**src/rtl/flag_scan_ctrl_if.sv**
```systemverilog
// Handshake and result bundle for flag_scan_ctrl: the requester drives start/flags/ready,
// the scanner returns busy/valid and the captured word with its run statistics.
interface flag_scan_ctrl_if;
  logic        start;
  logic [15:0] flags_in;
  logic        out_ready;
  logic        busy;
  logic        out_valid;
  logic [15:0] word_out;
  logic [4:0]  pop_cnt;
  logic [4:0]  max_run;
  logic        corner;

  modport master (
    output start, flags_in, out_ready,
    input  busy, out_valid, word_out, pop_cnt, max_run, corner
  );

  modport slave (
    input  start, flags_in, out_ready,
    output busy, out_valid, word_out, pop_cnt, max_run, corner
  );
endinterface

```
**src/rtl/flag_scan_ctrl.sv**
```systemverilog
// Serial 16-lane flag scanner: popcount and longest set run, one lane per cycle.
// Define CIRC_RUN_EN to merge the trailing and leading runs across the lane 15 -> 0 wrap.
module flag_scan_ctrl #(
  parameter int unsigned RUN_THRESH = 9
) (
  input  logic             clk,
  input  logic             reset,
  flag_scan_ctrl_if.slave  bus
);

  typedef enum logic [1:0] {StIdle, StScan, StFinal, StDone} state_e;

  localparam logic [4:0] ThreshW = 5'(RUN_THRESH);
  localparam logic [4:0] LaneMax = 5'd16;

  state_e      state_q, state_d;
  logic [15:0] word_q, word_d;
  logic [4:0]  pop_q, pop_d;
  logic [4:0]  max_q, max_d;
  logic [4:0]  cur_q, cur_d;
  logic [4:0]  lead_q, lead_d;
  logic        lead_open_q, lead_open_d;
  logic [3:0]  lane_q, lane_d;
  logic        bit_v;

  function automatic logic [4:0] sat_inc(input logic [4:0] v);
    return (v >= LaneMax) ? LaneMax : v + 5'd1;
  endfunction

`ifdef CIRC_RUN_EN
  logic [5:0] merge_sum;
  logic [4:0] merge_run;
  always_comb begin
    merge_sum = {1'b0, lead_q} + {1'b0, cur_q};
    merge_run = (merge_sum > 6'd16) ? LaneMax : merge_sum[4:0];
  end
`endif

  always_comb begin
    state_d     = state_q;
    word_d      = word_q;
    pop_d       = pop_q;
    max_d       = max_q;
    cur_d       = cur_q;
    lead_d      = lead_q;
    lead_open_d = lead_open_q;
    lane_d      = lane_q;
    bit_v       = word_q[4'd15 - lane_q];

    case (state_q)
      StIdle: begin
        if (bus.start) begin
          word_d      = bus.flags_in;
          pop_d       = '0;
          max_d       = '0;
          cur_d       = '0;
          lead_d      = '0;
          lead_open_d = 1'b1;
          lane_d      = '0;
          state_d     = StScan;
        end
      end
      StScan: begin
        if (bit_v) begin
          pop_d = sat_inc(pop_q);
          cur_d = sat_inc(cur_q);
          if (lead_open_q) lead_d = sat_inc(lead_q);
        end else begin
          cur_d       = '0;
          lead_open_d = 1'b0;
        end
        if (cur_d > max_q) max_d = cur_d;
        if (lane_q == 4'd15) begin
          lane_d  = '0;
          state_d = StFinal;
        end else begin
          lane_d = lane_q + 4'd1;
        end
      end
      StFinal: begin
`ifdef CIRC_RUN_EN
        // cur_q now holds the trailing run ending at lane 15
        if (merge_run > max_q) max_d = merge_run;
`else
        max_d = max_q;
`endif
        state_d = StDone;
      end
      StDone: begin
        if (bus.out_ready) state_d = StIdle;
      end
      default: state_d = StIdle;
    endcase
  end

  always_ff @(posedge clk or negedge reset) begin
    if (!reset) begin
      state_q     <= StIdle;
      word_q      <= '0;
      pop_q       <= '0;
      max_q       <= '0;
      cur_q       <= '0;
      lead_q      <= '0;
      lead_open_q <= 1'b0;
      lane_q      <= '0;
    end else begin
      state_q     <= state_d;
      word_q      <= word_d;
      pop_q       <= pop_d;
      max_q       <= max_d;
      cur_q       <= cur_d;
      lead_q      <= lead_d;
      lead_open_q <= lead_open_d;
      lane_q      <= lane_d;
    end
  end

  assign bus.busy      = (state_q != StIdle);
  assign bus.out_valid = (state_q == StDone);
  assign bus.word_out  = word_q;
  assign bus.pop_cnt   = pop_q;
  assign bus.max_run   = max_q;
  assign bus.corner    = (max_q >= ThreshW);

endmodule

```
**src/flat_wrapper.sv**
```systemverilog
// flat-port wrapper written by rule: the top's interface ports become plain ports
module flag_scan_ctrl_flat 
#(
  parameter int unsigned RUN_THRESH = 9
)
  (clk, reset, bus_start, bus_flags_in, bus_out_ready, bus_busy, bus_out_valid, bus_word_out, bus_pop_cnt, bus_max_run, bus_corner);
  flag_scan_ctrl_if bus_i ();
  input  logic clk;
  input  logic reset;
  input wire logic [$bits(bus_i.start)-1:0] bus_start;
  input wire logic [$bits(bus_i.flags_in)-1:0] bus_flags_in;
  input wire logic [$bits(bus_i.out_ready)-1:0] bus_out_ready;
  output wire logic [$bits(bus_i.busy)-1:0] bus_busy;
  output wire logic [$bits(bus_i.out_valid)-1:0] bus_out_valid;
  output wire logic [$bits(bus_i.word_out)-1:0] bus_word_out;
  output wire logic [$bits(bus_i.pop_cnt)-1:0] bus_pop_cnt;
  output wire logic [$bits(bus_i.max_run)-1:0] bus_max_run;
  output wire logic [$bits(bus_i.corner)-1:0] bus_corner;
  assign bus_i.start = bus_start;
  assign bus_i.flags_in = bus_flags_in;
  assign bus_i.out_ready = bus_out_ready;
  assign bus_busy = bus_i.busy;
  assign bus_out_valid = bus_i.out_valid;
  assign bus_word_out = bus_i.word_out;
  assign bus_pop_cnt = bus_i.pop_cnt;
  assign bus_max_run = bus_i.max_run;
  assign bus_corner = bus_i.corner;
  flag_scan_ctrl #(.RUN_THRESH(RUN_THRESH)) u_core (.clk(clk), .reset(reset), .bus(bus_i));
endmodule
```
**config.mk**
```make
export PLATFORM = sky130hd
export DESIGN_NAME = flag_scan_ctrl_flat
export DESIGN_NICKNAME = d
export VERILOG_FILES = /design/src/rtl/flag_scan_ctrl_if.sv /design/src/rtl/flag_scan_ctrl.sv /design/src/flat_wrapper.sv
export SDC_FILE = /design/constraint.sdc
export NUM_CORES = 1
export LEC_CHECK = 0
export ABC_AREA = 1
export BUFFER_PORTS_ARGS = -buffer_cell sky130_fd_sc_hd__buf_2
export CORE_MARGIN = 3
export CORE_UTILIZATION = 58
export CTS_BUF_LIST = sky130_fd_sc_hd__clkbuf_16
export DETAILED_ROUTE_END_ITERATION = 8
export PLACE_DENSITY = 0.95
export REMOVE_ABC_BUFFERS = 1
export SLEW_MARGIN = 15
export SYNTH_ARGS = -nofsm -noshare
export SYNTH_HDL_FRONTEND = slang
export SYNTH_SLANG_ARGS = --single-unit
```
**constraint.sdc**
```tcl
create_clock -name clk -period 4 [get_ports clk]
set_input_delay 0.8 -clock clk [delete_from_list [all_inputs] [get_ports clk]]
set_output_delay 0.8 -clock clk [all_outputs]
set_load 0.02 [all_outputs]
```
==> results of run 1 <==
sequential cells by signal, indices dropped and copies added (netlist names):
| name | flops |
|---|---|
| u_core.bus.pop_cnt | 5 |
| u_core.bus.max_run | 5 |
| u_core.lane_q | 4 |
| u_core.state_q | 2 |
| u_core.cur_q | 5 |
| u_core.bus.word_out | 16 |
through the flow:
stage	area, um2	hold slack (ps)	utilization [%]	std cells
3_3_place_gp	2410	504	69.0	357
3_5_place_dp	2410	501	69.0	357
2_1_floorplan	2110	491	-	263
4_1_cts	2540	515	72.8	364
6_report	2540	511	72.8	364
5_1_grt	2540	521	72.8	364
synthesized netlist by cell type, types with 3 or more instances:
cell type and count:
nand2_1 64, inv_1 40, dfrtp_1 37, nor2_1 26, a21oi_1 17, nand3_1 17, nand4_1 15, ha_1 14
o21ai_0 7, buf_6 3, nand3_2 3, o21ai_2 3
cell type report:
| class | count | area, um2 |
|---|---|---|
| Clock buffer | 5 | 125 |
| Clock inverter | 2 | 7.51 |
| Fill cell | 273 | 950 |
| Inverter | 43 | 166 |
| Multi-Input combinational cell | 183 | 1020 |
| Sequential cell | 37 | 926 |
| Tap cell | 46 | 57.6 |
| Timing Repair Buffer | 48 | 240 |
critical path, delay by kind of cell, from the launching register on:
kind | cells | cell delay (ps)
AO/OA/AOI/OAI | 1 | 180
adder cells (fa/ha/maj) | 1 | 130
buffers and inverters | 2 | 290
flip-flops | 1 | 610
AND/OR/NAND/NOR | 14 | 1360
report_power, final:
part | leakage [nW] | total [W] | switching, W | internal (W)
clock | 0.0685 | 0.000362 | 0.000139 | 0.000222
combinational | 0.860 | 0.00101 | 0.000690 | 0.000317
sequential | 0.460 | 0.000591 | 0.000100 | 0.000491
metal layers:
layer	vias to the layer above	share of wire [%]	track usage, %
met5	-	0	0
li1	961	-	-
met2	73	50	41.1
met4	0	2.4	10.6
met3	10	6.0	4.99
met1	898	41	28.5
path summary, 6_finish.rpt:
check | startpoint | endpoint | slack, ps
min in group asynchronous | reset | u_core.bus.word_out[10] | 600
setup reg to reg | u_core.lane_q[0] | u_core.bus.max_run[3] | 1300
setup / recovery | u_core.lane_q[0] | u_core.bus.max_run[3] | 1300
max in group asynchronous | reset | u_core.lane_q[2] | 2890
hold / removal | u_core.bus.max_run[4] | u_core.bus.max_run[4] | 510
hold reg to reg | u_core.bus.max_run[4] | u_core.bus.max_run[4] | 510
kinds of logic after synthesis:
group	after synthesis	synth area share, %
AO/OA/AOI/OAI	33	9.49
XOR/XNOR	3	1.20
adder cells (fa/ha/maj)	14	8.00
buffers and inverters	51	11.0
flip-flops	37	42.3
multiplexers	2	1.03
AND/OR/NAND/NOR	131	27.0
==> impl_results.md, run 1 <==
- Crit-path cells: inv_2, nand2_1, nand3_1, nand3_1, nand3_2, nand2_4, nand2_1, nor2_1, ha_1, nand2_1, nor2_1, nand2_1, nand3_1, nand2_1, a21oi_4, inv_1, nand2_1, nand2_1
- # Max-Cap Violations: 0
- CTS Buffer Depth: 2
- Fmax: 370 MHz
- Worst Path Arrival: 2870 ps
- P per Cell Area: 771 nW/um2
- Final setup violating endpoints: 0
- Clock sink count: 37
- Share of the synthesized area in the top cell type: 42.3%
- Syn Std Cell Area: 2190 um2
- Synth top area cells: dfrtp_1, nand2_1, ha_1
- Worst Path Class, Setup: reg -> reg
- Slew @ Worst Pin: 890 ps
- Pre-CTS setup slack: 1390 ps
- Gr ovfl total: 0
- Maximum VDD drop: 0.000625 V
- Vias in the first global route: 1825
- Post-cts hold buffer count: 0
- Share of cells above drive strength 1: 22.3%
- Crit. End Element: register
- Sequential area share after synthesis: 42.3%
- Main flop type after synthesis: dfrtp_1
- Drt drc: 0
- Unrepaired setup endpoints after global routing: false
- Die Area: 4550 um2
- Status: finished clean
- CP required: 4170 ps
- Slew HR: 40.5%
- ANT nets after route: 0
- Setup TNS: 0 ps
- Crit path launch type: register
- Commonest non-fill, non-tap cells in the layout: nand2_1, buf_2, inv_1
- Avg WL per Cell: 13.1 um
- DR vias: 1942
- Port Buffers: 48
- Layout area overhead: 16.2%
- Setup Fix Bufs, Post-CTS: 0
- Synthesized area per cell: 8.08 um2
- Worst-path clk slew: 50 ps
- Core Rows: 21
- Synth warnings: 0
- Die W: 67.4 um
- Slowest cell on crit path: dfrtp_1
- Worst-skew pair later-pin latency: 280 ps
- Ports: 49
- CP max FO: 16
- Synth cell types: 34
- Cell taking the most area after synthesis: dfrtp_1
- WHS Path Cells: 2
- Vias per inst: 5.34
- Leak: 1.39 nW
- Max Transition Viols Final: 0
- Post-synth EDFFs: 0
- Ant. Diodes: 0
- Commonest non-fill, non-tap cell in the layout: nand2_1
- First-pass GRT wire length: 8.05 mm
- First drt pass iteration count: 4
- Pin count of the biggest net entering global routing: 38
- Part of the cycle the worst path needs: 67.5%
- Total Routed Length: 4.77 mm
- Effective utilization at floorplan: 62.7%
- FF+latch count, synth: 37
- CTS root buf: clkbuf_16
- Crit path top cell by count: nand2_1
- Final worst slack: 1300 ps
- CTS tree: done
- Core area: 3490 um2
- Initial DRC Count: 153
- GPL Wtd Cong: 0.840
- R2R depth: 18
- Htree depth: 2
- TritonCTS Buffers: 5
- # resized after CTS: 0
- Nets: 352
- Tot GR Track Use: 23.8%
- Initial antenna violation count: 0
- Final Power: 0.00196 W
- Async SR Flop Fraction: 100%
- Detail Placement HPWL: 3.39 mm
- Die height: 67.4 um
- Final Hold Fails: 0
- Tmin final: 2700 ps
- Skew final: 2.76 ps
- Cells after Synth: 271
- Max incr delay on CP: 610 ps
- HP Class: reg -> reg
No activity file was read; power rests on OpenSTA's default activity.
==> inputs of run 2 (changes only) <==
- CORE_UTILIZATION: 58 -> 49
- PLACE_DENSITY: 0.95 -> 0.86
- clock period: 4 -> 2.4 ns (I/O delays scaled with it)
==> run 2 against run 1 <==
Against the previous run:
- die area grew 17%
- final area grew 6.3%
- final cell count grew 3.6%
- sequential share of layout area shrank 2.1 points
- clock power grew 73%
- hold slack lost 220 ps
- via count grew 0.46%
- critical path depth is the same
- utilization shrank 7.5 points
- setup slack lost 1300 ps
- maximum frequency grew 15%
- clock skew shrank 1.0 ps
- critical path type unchanged
- largest power group unchanged
==> impl_results.md, run 2 (synthesis gave the netlist of run 1 again) <==
- ANT nets after route: 0
- Worst-skew pair later-pin latency: 280 ps
- Commonest non-fill, non-tap cell in the layout: nand2_1
- Maximum VDD drop: 0.000713 V
- Gr ovfl total: 0
- GPL Wtd Cong: 0.841
- Die height: 72.8 um
- Share of cells above drive strength 1: 28.7%
- P per Cell Area: 1290 nW/um2
- Slew @ Worst Pin: 821 ps
- # Max-Cap Violations: 0
- Commonest non-fill, non-tap cells in the layout: nand2_1, buf_2, inv_1
- Skew final: 1.75 ps
- Avg WL per Cell: 13.3 um
- CP max FO: 7
- Die Area: 5310 um2
- Nets: 360
- Slowest cell on crit path: dfrtp_2
- Largest register FFs: 16
- TritonCTS Buffers: 5
- Final Power: 0.00349 W
- Tmin final: 2350 ps
- Footprint of the multi-input gates: 1100 um2
- Worst-path clk slew: 50 ps
- Die W: 72.8 um
- Slew HR: 45.3%
- Crit-path cells: buf_6, nand2_1, nand3_1, nand3_2, nand3_4, nand2_4, nand2_4, nor2_1, ha_1, nand2_2, nor2_4, nand2_1, nand3_2, nand2_2, a21oi_4, inv_2, nand2_1, nand2_1
- First drt pass iteration count: 4
- Setup TNS: 0 ps
- Final Non-Filler Cells: 377
- Max Transition Viols Final: 0
- Port Buffers: 48
- Ant. Diodes: 0
- First-pass GRT wire length: 8.31 mm
- Final Hold Fails: 0
- Crit path top cell by count: nand2_1
- Core Rows: 23
- Sequential Area: 927 um2
- Part of the cycle the worst path needs: 97.9%
- Ports: 49
- Crit path launch type: register
- Effective utilization at floorplan: 52.8%
- Initial antenna violation count: 0
- Clock sink count: 37
- CP required: 2570 ps
- Placed Area: 2470 um2
- Leak: 1.44 nW
- Final setup violating endpoints: 0
- Placed Cells: 368
- Status: finished clean
- Worst Path Class, Setup: reg -> reg
- Detail Placement HPWL: 3.54 mm
- Final instance area: 2710 um2
- Htree depth: 2
- Max incr delay on CP: 460 ps
- DR vias: 1951
- CTS Buffer Depth: 2
- Core area: 4140 um2
- Pin count of the biggest net entering global routing: 38
- HP Class: in -> async
- CP Buf/Inv Count: 2
- Initial DRC Count: 102
- Vias per inst: 5.18
- Crit. End Element: register
- Layout Utilization: 65.3%
- Total Routed Length: 5.00 mm
- Unrepaired setup endpoints after global routing: true
- Layout area overhead: 23.6%
- CTS root buf: clkbuf_16
- Worst Path Arrival: 2520 ps
- Fmax: 426 MHz
- CTS tree: done
- Drt drc: 0
- Vias in the first global route: 1867
- Filler instances: 353
- Tot GR Track Use: 20.2%
- Family with the most delay on the worst path: simple AND/OR/NAND/NOR gates
[run 2: changes by cell type in the layout (fill, tap and decap cells not counted), moves of 3 or more]
cell and change:
nand2_2 +3, nand3_1 -4, nor2_1 -3, buf_4 +6, nand2_1 -4
[run 2: final timing paths]
kind / from / end / slack (ps) / depth (start not counted)
min in group clk: bus_flags_in[10] / u_core.bus.word_out[10] / 430 / 2
max: u_core.lane_q[0] / u_core.bus.max_run[3] / 50 / 18
min: reset / u_core.bus.word_out[10] / 290 / 1
min reg2reg: u_core.bus.max_run[4] / u_core.bus.max_run[4] / 500 / 2
max in group asynchronous: reset / u_core.lane_q[0] / 1540 / 1
max reg2reg: u_core.lane_q[0] / u_core.bus.max_run[3] / 50 / 18
[run 2: layer usage]
| metal | GRT usage, % | share of wire, % |
|---|---|---|
| met2 | 32.2 | 49 |
| met3 | 4.96 | 4.9 |
| met4 | 7.99 | 1.6 |
| met5 | 0 | 0 |
| met1 | 26.3 | 45 |
[run 2: cell type report]
cell class	count	share of cell area, %
Inverter	43	6.24
Sequential cell	37	34.3
Multi-Input combinational cell	183	40.7
Clock buffer	5	4.62
Clock inverter	3	0.462
Timing Repair Buffer	56	11.4
Tap cell	50	2.31
[run 2: report_power, final]
| group | internal, W | switching (W) |
|---|---|---|
| combinational | 0.000633 | 0.00126 |
| clock | 0.000375 | 0.000249 |
| sequential | 0.000820 | 0.000154 |
| total | 0.00183 | 0.00166 |
[run 2: metrics by stage]
step	setup slack [ps]	hold slack, ps
2_1_floorplan	78.3	184
3_3_place_gp	98.6	496
3_5_place_dp	-45.7	509
4_1_cts	0.615	323
5_1_grt	-114	349
6_report	49.9	292
[run 2: timing repair]
item | 4_1_cts | 5_1_grt
cloned | 0 | 0
resized for setup | 4 | 18
endpoints found under the setup margin | 5 | 5
setup buffers | 1 | 0
pin swaps | 1 | 15
hold buffers | 0 | 0
==> inputs of run 3 (changes only) <==
- RECOVER_POWER: unset -> 50
==> run 3 against run 2 <==
Against the previous run:
- final area down 0.60%
- routed wire length up 0.18%
- the flow now finishes with violations (capacitance limit, slew limit)
- first-iteration DRC count up 19%
- non-clock buffer count unchanged
- sequential power about the same
- hold slack better by 140 ps
- flip-flop and latch count unchanged
- clock skew about the same
- power down 0.63%
- sequential share of layout area up 0.21 points
- final cell count unchanged
- combinational power about the same
==> impl_results.md, run 3 (synthesis gave the netlist of run 1 again) <==
- Share of cells above drive strength 1: 24.8%
- Filler instances: 362
- Htree depth: 2
- DR vias: 1943
- ANT nets after route: 0
- Crit path from: u_core.lane_q[0]
- Status: complete, but fails checks
- Worst Path Arrival: 2520 ps
- Largest register FFs: 16
- Commonest non-fill, non-tap cell in the layout: nand2_1
- Total Routed Length: 5.01 mm
- Avg WL per Cell: 13.3 um
- Maximum VDD drop: 0.000712 V
- Worst-skew pair later-pin latency: 280 ps
- First-pass GRT wire length: 8.31 mm
- CTS Buffer Depth: 2
- Part of the cycle the worst path needs: 97.9%
- Worst-path clk slew: 50 ps
- Pin count of the biggest net entering global routing: 38
- Family with the most delay on the worst path: simple AND/OR/NAND/NOR gates
- Crit path top cell by count: nand2_1
- CP max FO: 7
- Placed Cells: 368
- Worst Path Class, Setup: reg -> reg
- Crit path launch type: register
- Leak: 1.41 nW
- Nets: 360
- Max Transition Viols Final: 38
- Slew @ Worst Pin: 1970 ps
- Worst hold start: bus_flags_in[10]
- Max incr delay on CP: 460 ps
- HP Class: in -> reg
- P per Cell Area: 1290 nW/um2
- CP Buf/Inv Count: 2
- Footprint of the multi-input gates: 1100 um2
- Tmin final: 2350 ps
- First drt pass iteration count: 4
- Worst R2R Start: u_core.lane_q[0]
- Effective utilization at floorplan: 52.8%
- Slowest cell on crit path: dfrtp_2
- Crit. End Element: register
- Crit-path cells: buf_6, nand2_1, nand3_1, nand3_2, nand3_4, nand2_4, nand2_4, nor2_1, ha_1, nand2_2, nor2_4, nand2_1, nand3_2, nand2_2, a21oi_4, inv_2, nand2_1, nand2_1
- Tot GR Track Use: 20.2%
- # Max-Cap Violations: 1
- Final Power: 0.00347 W
- Initial antenna violation count: 0
- Detail Placement HPWL: 3.54 mm
- Layout area overhead: 22.9%
- CTS tree: done
- Drt drc: 0
- Vias per inst: 5.15
- TritonCTS Buffers: 5
- CTS root buf: clkbuf_16
- CP required: 2570 ps
- Die height: 72.8 um
- Unrepaired setup endpoints after global routing: true
- Fmax: 426 MHz
- Final Hold Fails: 0
- Gr ovfl total: 0
- Post-cts hold buffer count: 0
- Clock sink count: 37
- Slew HR: -31.5%
- Commonest non-fill, non-tap cells in the layout: nand2_1, inv_1, dfrtp_1
- Die W: 72.8 um
- Layout Utilization: 64.9%
- Final instance area: 2690 um2
- Pre-CTS setup slack: -45.7 ps
- Core Rows: 23
- Failing checks: capacitance limit, slew limit
- Ports: 49
- Ant. Diodes: 0
- Die Area: 5310 um2
- Final worst slack: 50.8 ps
- Placed Area: 2470 um2
- Skew final: 1.88 ps
- Initial DRC Count: 121
- Sequential Area: 927 um2
- Vias in the first global route: 1867
- Final Non-Filler Cells: 377
- Port Buffers: 48
- Final setup violating endpoints: 0
- Core area: 4140 um2
- GPL Wtd Cong: 0.841
[run 3: changes by cell type in the layout (fill, tap and decap cells not counted), sizes merged]
cell,before,now
clkbuf,5,18
buf,56,43
[run 3: power breakdown]
part           switching [W]  internal (W)
clock network       0.000250      0.000375
logic                0.00126      0.000607
registers           0.000156      0.000820
total                0.00166       0.00180
[run 3: final cells by class]
type | count | share of cell area (%)
inverter | 43 | 6.28
clock buffer | 5 | 4.65
sequential | 37 | 34.5
multi-input combinational | 183 | 41.0
timing repair buffer | 56 | 10.8
tap | 50 | 2.33
clock inverter | 3 | 0.465
[run 3: stage by stage]
| stage | hold slack (ps) | setup TNS, ps |
|---|---|---|
| 4_1_cts | 323 | 0 |
| 2_1_floorplan | 184 | 0 |
| 5_1_grt | 439 | -553 |
| 6_report | 433 | 0 |
| 3_3_place_gp | 496 | 0 |
| 3_5_place_dp | 509 | -201 |
[run 3: timing repair]
item                                    in CTS  in global routing
resized for setup                            4                 18
endpoints found under the setup margin       5                  5
buffers inserted                             1                  0
pin swaps                                    1                 15
[run 3: worst paths after layout]
check,cells after the start,to,slack [ps]
setup / recovery,18,u_core.bus.max_run[3],50
hold / removal,2,u_core.bus.word_out[10],430
setup reg to reg,18,u_core.bus.max_run[3],50
hold reg to reg,2,u_core.bus.max_run[4],500
max in group asynchronous,1,u_core.lane_q[0],380
min in group asynchronous,1,u_core.bus.word_out[10],750
[run 3: metal layers]
metal | up-vias | wire length, um | track usage, %
met5 | - | 0 | 0
met4 | 0 | 79 | 7.99
met3 | 7 | 266 | 4.96
met2 | 51 | 2440 | 32.2
met1 | 909 | 2230 | 26.3
li1 | 976 | - | -
